$ cat src/rtl/debounce_pkg.sv
// Shared types and constants for the push-button debouncer and its helpers.
// Holds the FSM state encoding and the default / simulation counter depths.
package debounce_pkg;

  typedef enum logic [1:0] {
    IDLE_LOW  = 2'd0,
    WAIT_HIGH = 2'd1,
    IDLE_HIGH = 2'd2,
    WAIT_LOW  = 2'd3
  } db_state_t;

  // 1_000_000 samples is 10 ms at a 100 MHz system clock
  localparam int DEFAULT_CNT_MAX     = 1000000;
  localparam int DEFAULT_SYNC_STAGES = 2;
  localparam int SIM_CNT_MAX         = 4;

endpackage

$ cat src/rtl/btn_debouncer_sync_ff.sv
// N-stage single-bit synchroniser for asynchronous board inputs.
// Synchronous active-high reset clears every stage to 0; STAGES must be >= 2.
module sync_ff #(
  parameter int STAGES = 2
) (
  input  logic clk,
  input  logic rst,
  input  logic i_d,
  output logic o_q
);

  logic [STAGES-1:0] r_sync;

  always_ff @(posedge clk) begin
    if (rst) begin
      r_sync <= '0;
    end else begin
      r_sync <= {r_sync[STAGES-2:0], i_d};
    end
  end

  assign o_q = r_sync[STAGES-1];

endmodule

$ cat src/rtl/btn_debouncer.sv
// Debounces a raw button input: synchroniser, counter-qualified FSM, registered level and edge pulses.
// Optional macro DEBOUNCE_TOGGLE_EN adds a toggle register flipped on every rising pulse.
module btn_debouncer
  import debounce_pkg::*;
#(
  parameter int CNT_MAX     = DEFAULT_CNT_MAX,
  parameter int SYNC_STAGES = DEFAULT_SYNC_STAGES
) (
  input  logic clk,
  input  logic rst,
  input  logic btn_in,
  output logic btn_level,
  output logic btn_rise,
  output logic btn_fall,
  output logic btn_toggle
);

  localparam int CNT_W = $clog2(CNT_MAX + 1);
  localparam logic [CNT_W-1:0] CNT_LAST = CNT_W'(CNT_MAX - 1);
  localparam logic [CNT_W-1:0] CNT_ONE  = CNT_W'(1);
  localparam bit ACCEPT_ON_FIRST = (CNT_MAX == 1);

  logic             w_s;
  db_state_t        r_state;
  db_state_t        w_stateNext;
  logic [CNT_W-1:0] r_cnt;
  logic [CNT_W-1:0] w_cntNext;
  logic             r_level;
  logic             w_levelNext;
  logic             r_rise;
  logic             w_riseNext;
  logic             r_fall;
  logic             w_fallNext;

  sync_ff #(
    .STAGES(SYNC_STAGES)
  ) u_sync (
    .clk(clk),
    .rst(rst),
    .i_d(btn_in),
    .o_q(w_s)
  );

  always_ff @(posedge clk) begin
    if (rst) begin
      r_state <= IDLE_LOW;
      r_cnt   <= '0;
      r_level <= 1'b0;
      r_rise  <= 1'b0;
      r_fall  <= 1'b0;
    end else begin
      r_state <= w_stateNext;
      r_cnt   <= w_cntNext;
      r_level <= w_levelNext;
      r_rise  <= w_riseNext;
      r_fall  <= w_fallNext;
    end
  end

  // Pulses default low so they can only last the single cycle after an accept
  always_comb begin
    w_stateNext = r_state;
    w_cntNext   = r_cnt;
    w_levelNext = r_level;
    w_riseNext  = 1'b0;
    w_fallNext  = 1'b0;
    case (r_state)
      IDLE_LOW: begin
        w_cntNext = '0;
        if (w_s) begin
          if (ACCEPT_ON_FIRST) begin
            w_stateNext = IDLE_HIGH;
            w_levelNext = 1'b1;
            w_riseNext  = 1'b1;
          end else begin
            w_stateNext = WAIT_HIGH;
            w_cntNext   = CNT_ONE;
          end
        end
      end
      WAIT_HIGH: begin
        if (!w_s) begin
          w_stateNext = IDLE_LOW;
          w_cntNext   = '0;
        end else if (r_cnt == CNT_LAST) begin
          w_stateNext = IDLE_HIGH;
          w_cntNext   = '0;
          w_levelNext = 1'b1;
          w_riseNext  = 1'b1;
        end else begin
          w_cntNext = r_cnt + CNT_ONE;
        end
      end
      IDLE_HIGH: begin
        w_cntNext = '0;
        if (!w_s) begin
          if (ACCEPT_ON_FIRST) begin
            w_stateNext = IDLE_LOW;
            w_levelNext = 1'b0;
            w_fallNext  = 1'b1;
          end else begin
            w_stateNext = WAIT_LOW;
            w_cntNext   = CNT_ONE;
          end
        end
      end
      WAIT_LOW: begin
        if (w_s) begin
          w_stateNext = IDLE_HIGH;
          w_cntNext   = '0;
        end else if (r_cnt == CNT_LAST) begin
          w_stateNext = IDLE_LOW;
          w_cntNext   = '0;
          w_levelNext = 1'b0;
          w_fallNext  = 1'b1;
        end else begin
          w_cntNext = r_cnt + CNT_ONE;
        end
      end
      default: begin
        w_stateNext = IDLE_LOW;
        w_cntNext   = '0;
      end
    endcase
  end

`ifdef DEBOUNCE_TOGGLE_EN
  logic r_toggle;

  // Flips on the same edge that raises btn_rise
  always_ff @(posedge clk) begin
    if (rst) begin
      r_toggle <= 1'b0;
    end else if (w_riseNext) begin
      r_toggle <= ~r_toggle;
    end
  end

  assign btn_toggle = r_toggle;
`else
  assign btn_toggle = 1'b0;
`endif

  assign btn_level = r_level;
  assign btn_rise  = r_rise;
  assign btn_fall  = r_fall;

endmodule

$ cat config.mk
export PLATFORM = sky130hd
export DESIGN_NAME = btn_debouncer
export DESIGN_NICKNAME = d
export VERILOG_FILES = /design/src/rtl/debounce_pkg.sv /design/src/rtl/btn_debouncer_sync_ff.sv /design/src/rtl/btn_debouncer.sv
export SDC_FILE = /design/constraint.sdc
export NUM_CORES = 1
export LEC_CHECK = 0
export CAP_MARGIN = 10
export CORE_MARGIN = 3
export CORE_UTILIZATION = 40
export CTS_CLUSTER_DIAMETER = 60
export DETAILED_ROUTE_END_ITERATION = 10
export PLACE_DENSITY = 0.61
export REMOVE_ABC_BUFFERS = 1
export SETUP_SLACK_MARGIN = 0.5
export SYNTH_ARGS = -nofsm -noshare
export SYNTH_HDL_FRONTEND = slang
export SYNTH_SLANG_ARGS = --single-unit
$ cat constraint.sdc
create_clock -name clk -period 3 [get_ports clk]
set_input_delay 0.3 -clock clk [delete_from_list [all_inputs] [get_ports clk]]
set_output_delay 0.3 -clock clk [all_outputs]
set_load 0.02 [all_outputs]
* Word level (Yosys, flattened, before mapping) *
Cells that the tools add are included.

operators by class
  add/sub/neg operators = 1
  equality and inequality tests = 12
  mux-type cells = 19
  bitwise gates (word level) = 3
  reduce and logical (&&, ||, !) cells = 6

operators by type and width
  cell                                                    number
  one-hot mux 20 bit (4 select lines)                     1
  two-way mux 20 bit                                      3
  adder 20 x 1 -> 20 bit (second input constant)          1
  == test 20 bit (second input constant)                  1
  two-way mux 2 bit                                       6
  inequality test 2 bit (second input constant)           4
  one-hot mux 2 bit (4 select lines)                      1
  two-way mux 1 bit                                       7
  OR reduction 3 bit                                      2
  AND reduction 5 bit                                     1
  == test 2 bit (second input constant)                   2
  inequality test 2 x 1 -> 1 bit (second input constant)  2
  AND reduction 4 bit                                     1
  inequality test 3 x 2 -> 1 bit (second input constant)  1
  inequality test 3 bit (second input constant)           1
  NOT 1 bit                                               3
  == test 2 x 1 -> 1 bit (second input constant)          1
  logical NOT 2 bit                                       1
  one-hot mux 1 bit (2 select lines)                      1
  nonzero test 2 bit                                      1

word-level totals
  bits in registers = 27
  bits of input ports = 3
  output and inout port bits = 4
  logic and storage cells = 47

* Depth between registers and ports, before layout *
  depth in word-level cells = 4
  gate-level depth with buffers = 7
  gate-level depth less buffers = 5

* By module *
From an unflattened synthesis, not the netlist that was laid out.

unflattened totals
  cells, all modules = 138
  area total of the unflattened synthesis = 1,213.7 um2

by module, submodules not included
  module         times used  cells each  area each (um2)  sequential area each (um2)
  btn_debouncer  1           134         1,161.1          500.5
  sync_ff        1           4           52.6             40.0

* Least setup slack after synthesis *
Ideal clock, no wire load.

  kind = flip-flop to flip-flop
  start = reg r_cnt[0]
  end = reg r_level (netlist: btn_level)
  library setup time = 74 ps
  arrival = 1,690 ps
  data required time = 2,926 ps
  setup slack = 1,236 ps
  cell stages (with the launch flop) = 6
  buffers on the path = 0
  clock period less this slack = 1,764 ps
  path through = dfxtp_1 -> ha_1 -> nand2_1 -> or4_4 -> or3_1 -> a31oi_1

between the ends
  cells in the longest elaborated chain, start to end = 3
  elaborated cells between the ends (all ways) = 4
  those cells by class = eq/ne: 3; reduce/logical: 1

ends and longest elaborated chain
  what                                      RTL line                                   text
  start, declared                           btn_debouncer.sv:26                        logic [CNT_W-1:0] r_cnt;
  start signal, assigned                    btn_debouncer.sv:53                        r_cnt <= w_cntNext;
  == test 20 bit (*)                        btn_debouncer.sv:85, btn_debouncer.sv:111
  inequality test 2 bit (no source line)    --
  AND reduction 5 bit (no source line) (*)  --
  end signal, assigned                      btn_debouncer.sv:54                        r_level <= w_levelNext;
  end, declared                             btn_debouncer.sv:28                        logic r_level;

Every way passes the cells marked *; elsewhere a longest branch is shown, timed or not.
A chain may end at the register's enable or synchronous reset.

* Worst setup path in the final report *
  start = reg r_cnt[0]
  end = reg r_cnt[4]

between the ends
  cells in the longest elaborated chain, start to end = 4
  elaborated cells between the ends (all ways) = 6
  those cells by class = add/sub: 1; eq/ne: 1; mux: 4

ends and longest elaborated chain
  what                                                      RTL line                                   text
  adder 20 x 1 -> 20 bit or == test 20 bit (tied branches)  --
  two-way mux 20 bit (*)                                    btn_debouncer.sv:85, btn_debouncer.sv:111
  two-way mux 20 bit (on tied branches)                     btn_debouncer.sv:108, btn_debouncer.sv:82
  one-hot mux 20 bit (4 select lines) (*)                   btn_debouncer.sv:67                        case (r_state)

Marked as above.

==> impl_metrics.toml <==
[timing]
tns_ps = 0
max_freq_ghz = 0.476
fin_worst_skew_ps = 2.24
slew_violations = 0
finalSetupViolCount = 0
grt_setup_unrepaired = "false"
max_slew.worst_pin.slew_ps = 617
min_period_ps = 2100
final_hold_viol_count = 0
relSlewSlack_pct = 58.9
post-route-period-util_pct = 70.0

[route]
drt-total-wl_mm = 2.31
drt-wirelength-per-cell_um = 13.6
drc = 0
vias_per_cell = 5.66
dr.first_iter.drc_count = 25
drt_first_pass_iters = 4
ant_nets = 0
vias = 962

[clock_tree]
cts_max_level = 1
cts_buffers = 3
cts_hold_buf = 0
clk_path_buf_depth = 2
cts_tree = "built"
postCtsSetupRepairBufs = 0
cts.sinks = 27
clk_pin_slew_ps = 140
cts_resized = 0
cts_root_buf = "clkbuf_4"
clock_latency_ps = 320

[grt]
gr-total-overflow = 0
grt_pass1_wl_mm = 3.95
grt_usage_pct = 14.5
antenna_found_initial = 0
met1_usage_pct = 18.3
use_met3_pct = 3.83
grt_pass1_vias = 862
globalRoute.busiestLayer = "met2"
gr-usage-met2_pct = 24.7
grt_max_degree = 20

[synth]
synth.distinct_cells = 34
synth_top_cell_by_area = "dfxtp_1"
seq_area_frac_synth_pct = 45.7
ys_warn_count = 0
synth_seq_cells = 27
mappedNetlistArea_um2 = 1180
yosys-top-cells-area = "dfxtp_1 46%, xor2_1 7.4%, nor2_1 4.8%, nand3_1 4.7%, nand4_1 3.2%"
syn_inst = 135
syn_avg_cell_area_um2 = 8.77
synth_top_area_share_pct = 45.7

[floorplanning]
core-area_um2 = 2780
die_w_um = 60.4
placementRows = 19
ios = 7
dieArea_um2 = 3650
die_h_um = 60.4
start_util_pct = 42.6

[pwr]
power_uw = 534
ir_drop_uv = 303
power.density_nw_per_um2 = 421
leakage_nw = 0.370

[critical_path]
setup.worst_path.class = "register to register"
max_stage_delay_ps = 610
cp_top_family = "simple AND/OR/NAND/NOR gates"
reg2regPathDepth = 5
crit_chain = "ha_1 > nand2_1 > nor4_1 > a211o_1 > nor2_1"
required_ps = 3200
start_kind = "register"
critPathBufInv = 0
path_depth = 5
end_kind = "register"
critPathMaxFanout = 19
cp.arrival_ps = 2300
slowest_stage = "a211o_1"

[finish]
drive_above_1_share_pct = 4.32
n_antenna_cell = 0
ff_latch_area_um2 = 541
area_delta_synth_final_pct = 7.29
multi_input_area_um2 = 603
finalNetCount = 144
fillers = 277

[min_path]
min_path_type = "register to register"
hold_depth = 1

[outcome]
outcome = "finished, final reports clean"

[flow_run]
drv_cap = 0

[placed_design]
dp_hpwl_mm = 1.68
gp_congestion = 0.808
io_buffers = 5
-- where the power goes --
| group | internal [mW] | leakage (nW) | switching, mW |
|---|---|---|---|
| registers | 0.362 | 0.218 | 0.00230 |
| logic | 0.00683 | 0.137 | 0.00666 |
| clock network | 0.0521 | 0.0150 | 0.105 |
| total | 0.421 | 0.370 | 0.113 |
-- synth_stat cells (all sizes together) --
| cell | number |
|---|---|
| a211o | 1 |
| a211oi | 1 |
| a21o | 1 |
| a21oi | 7 |
| a31oi | 1 |
| and2 | 4 |
| and3 | 3 |
| and4 | 1 |
| buf | 4 |
| clkbuf | 1 |
| conb | 1 |
| dfxtp | 27 |
| ha | 1 |
| inv | 3 |
| nand2 | 6 |
| nand2b | 2 |
| nand3 | 12 |
| nand3b | 1 |
| nand4 | 6 |
| nor2 | 15 |
| nor2b | 2 |
| nor3 | 2 |
| nor4 | 3 |
| nor4b | 1 |
| o21ai | 6 |
| o31ai | 3 |
| or3 | 4 |
| or4 | 4 |
| xnor2 | 2 |
| xor2 | 10 |
-- registers in the layout, indices dropped and copies added, names as in the netlist, named ones only --
| name | flops |
|---|---|
| r_cnt | 20 |
| btn_rise | 1 |
| btn_fall | 1 |
| u_sync.r_sync | 2 |
| r_state | 1 |
| btn_level | 1 |
-- through the flow --
stage	std cells	utilization [%]	area [um2]	hold WS, ps	setup slack, ps
2_1_floorplan	130	-	1150	369	1240
3_3_place_gp	166	44.7	1240	424	1050
3_5_place_dp	166	44.7	1240	442	926
4_1_cts	170	45.7	1270	473	901
5_1_grt	170	45.7	1270	494	702
6_report	170	45.7	1270	468	900
-- path summary, 6_finish.rpt --
path                                                   from                          end  slack (ps)
worst min-delay path            u_sync.r_sync[0]$_SDFF_PP0_  u_sync.r_sync[1]$_SDFF_PP0_         470
worst max register to register          r_cnt[0]$_SDFF_PP0_          r_cnt[4]$_SDFF_PP0_         900
worst min register to register  u_sync.r_sync[0]$_SDFF_PP0_  u_sync.r_sync[1]$_SDFF_PP0_         470
worst max-delay path                    r_cnt[0]$_SDFF_PP0_          r_cnt[4]$_SDFF_PP0_         900
-- layout by cell type (no fill, tap or decap), drive strengths merged, types with 3 or more instances in the layout --
master	instances
and3	3
a21oi	7
nand2	6
inv	3
or3	4
dfxtp	27
clkdlybuf4s50	5
and2	4
nor4	3
o31ai	3
nand3	12
o21ai	6
nand4	6
nor2	15
clkbuf	4
xor2	10
or4	4
-- cells by family after synthesis --
logic type      synth area share (%)
compound gates                  9.94
buf+inv                         3.38
xor+xnor                        8.88
other cells                    0.317
flops                           45.7
fa+ha+maj                       1.06
simple gates                    30.8
-- area by class of cell --
| cell class | count | area share, % |
|---|---|---|
| clock buffers | 4 | 2.07 |
| multi-input cells | 100 | 47.5 |
| repair buffers | 5 | 3.94 |
| well taps | 31 | 3.05 |
| flip-flops and latches | 27 | 42.6 |
| inverters | 3 | 0.887 |
-- metal layers --
metal | part of all wire (%) | vias to the layer above
met4 | 0.87 | 0
met5 | 0 | -
met2 | 48 | 20
li1 | - | 487
met1 | 46 | 453
met3 | 4.5 | 2
-- worst register-to-register path: cells and delay by family, from the launching register on --
family	cells	cell delay [ps]
simple gates	3	710
flops	1	420
compound gates	1	610
fa+ha+maj	1	240
Power figures use the tool's default switching activity.
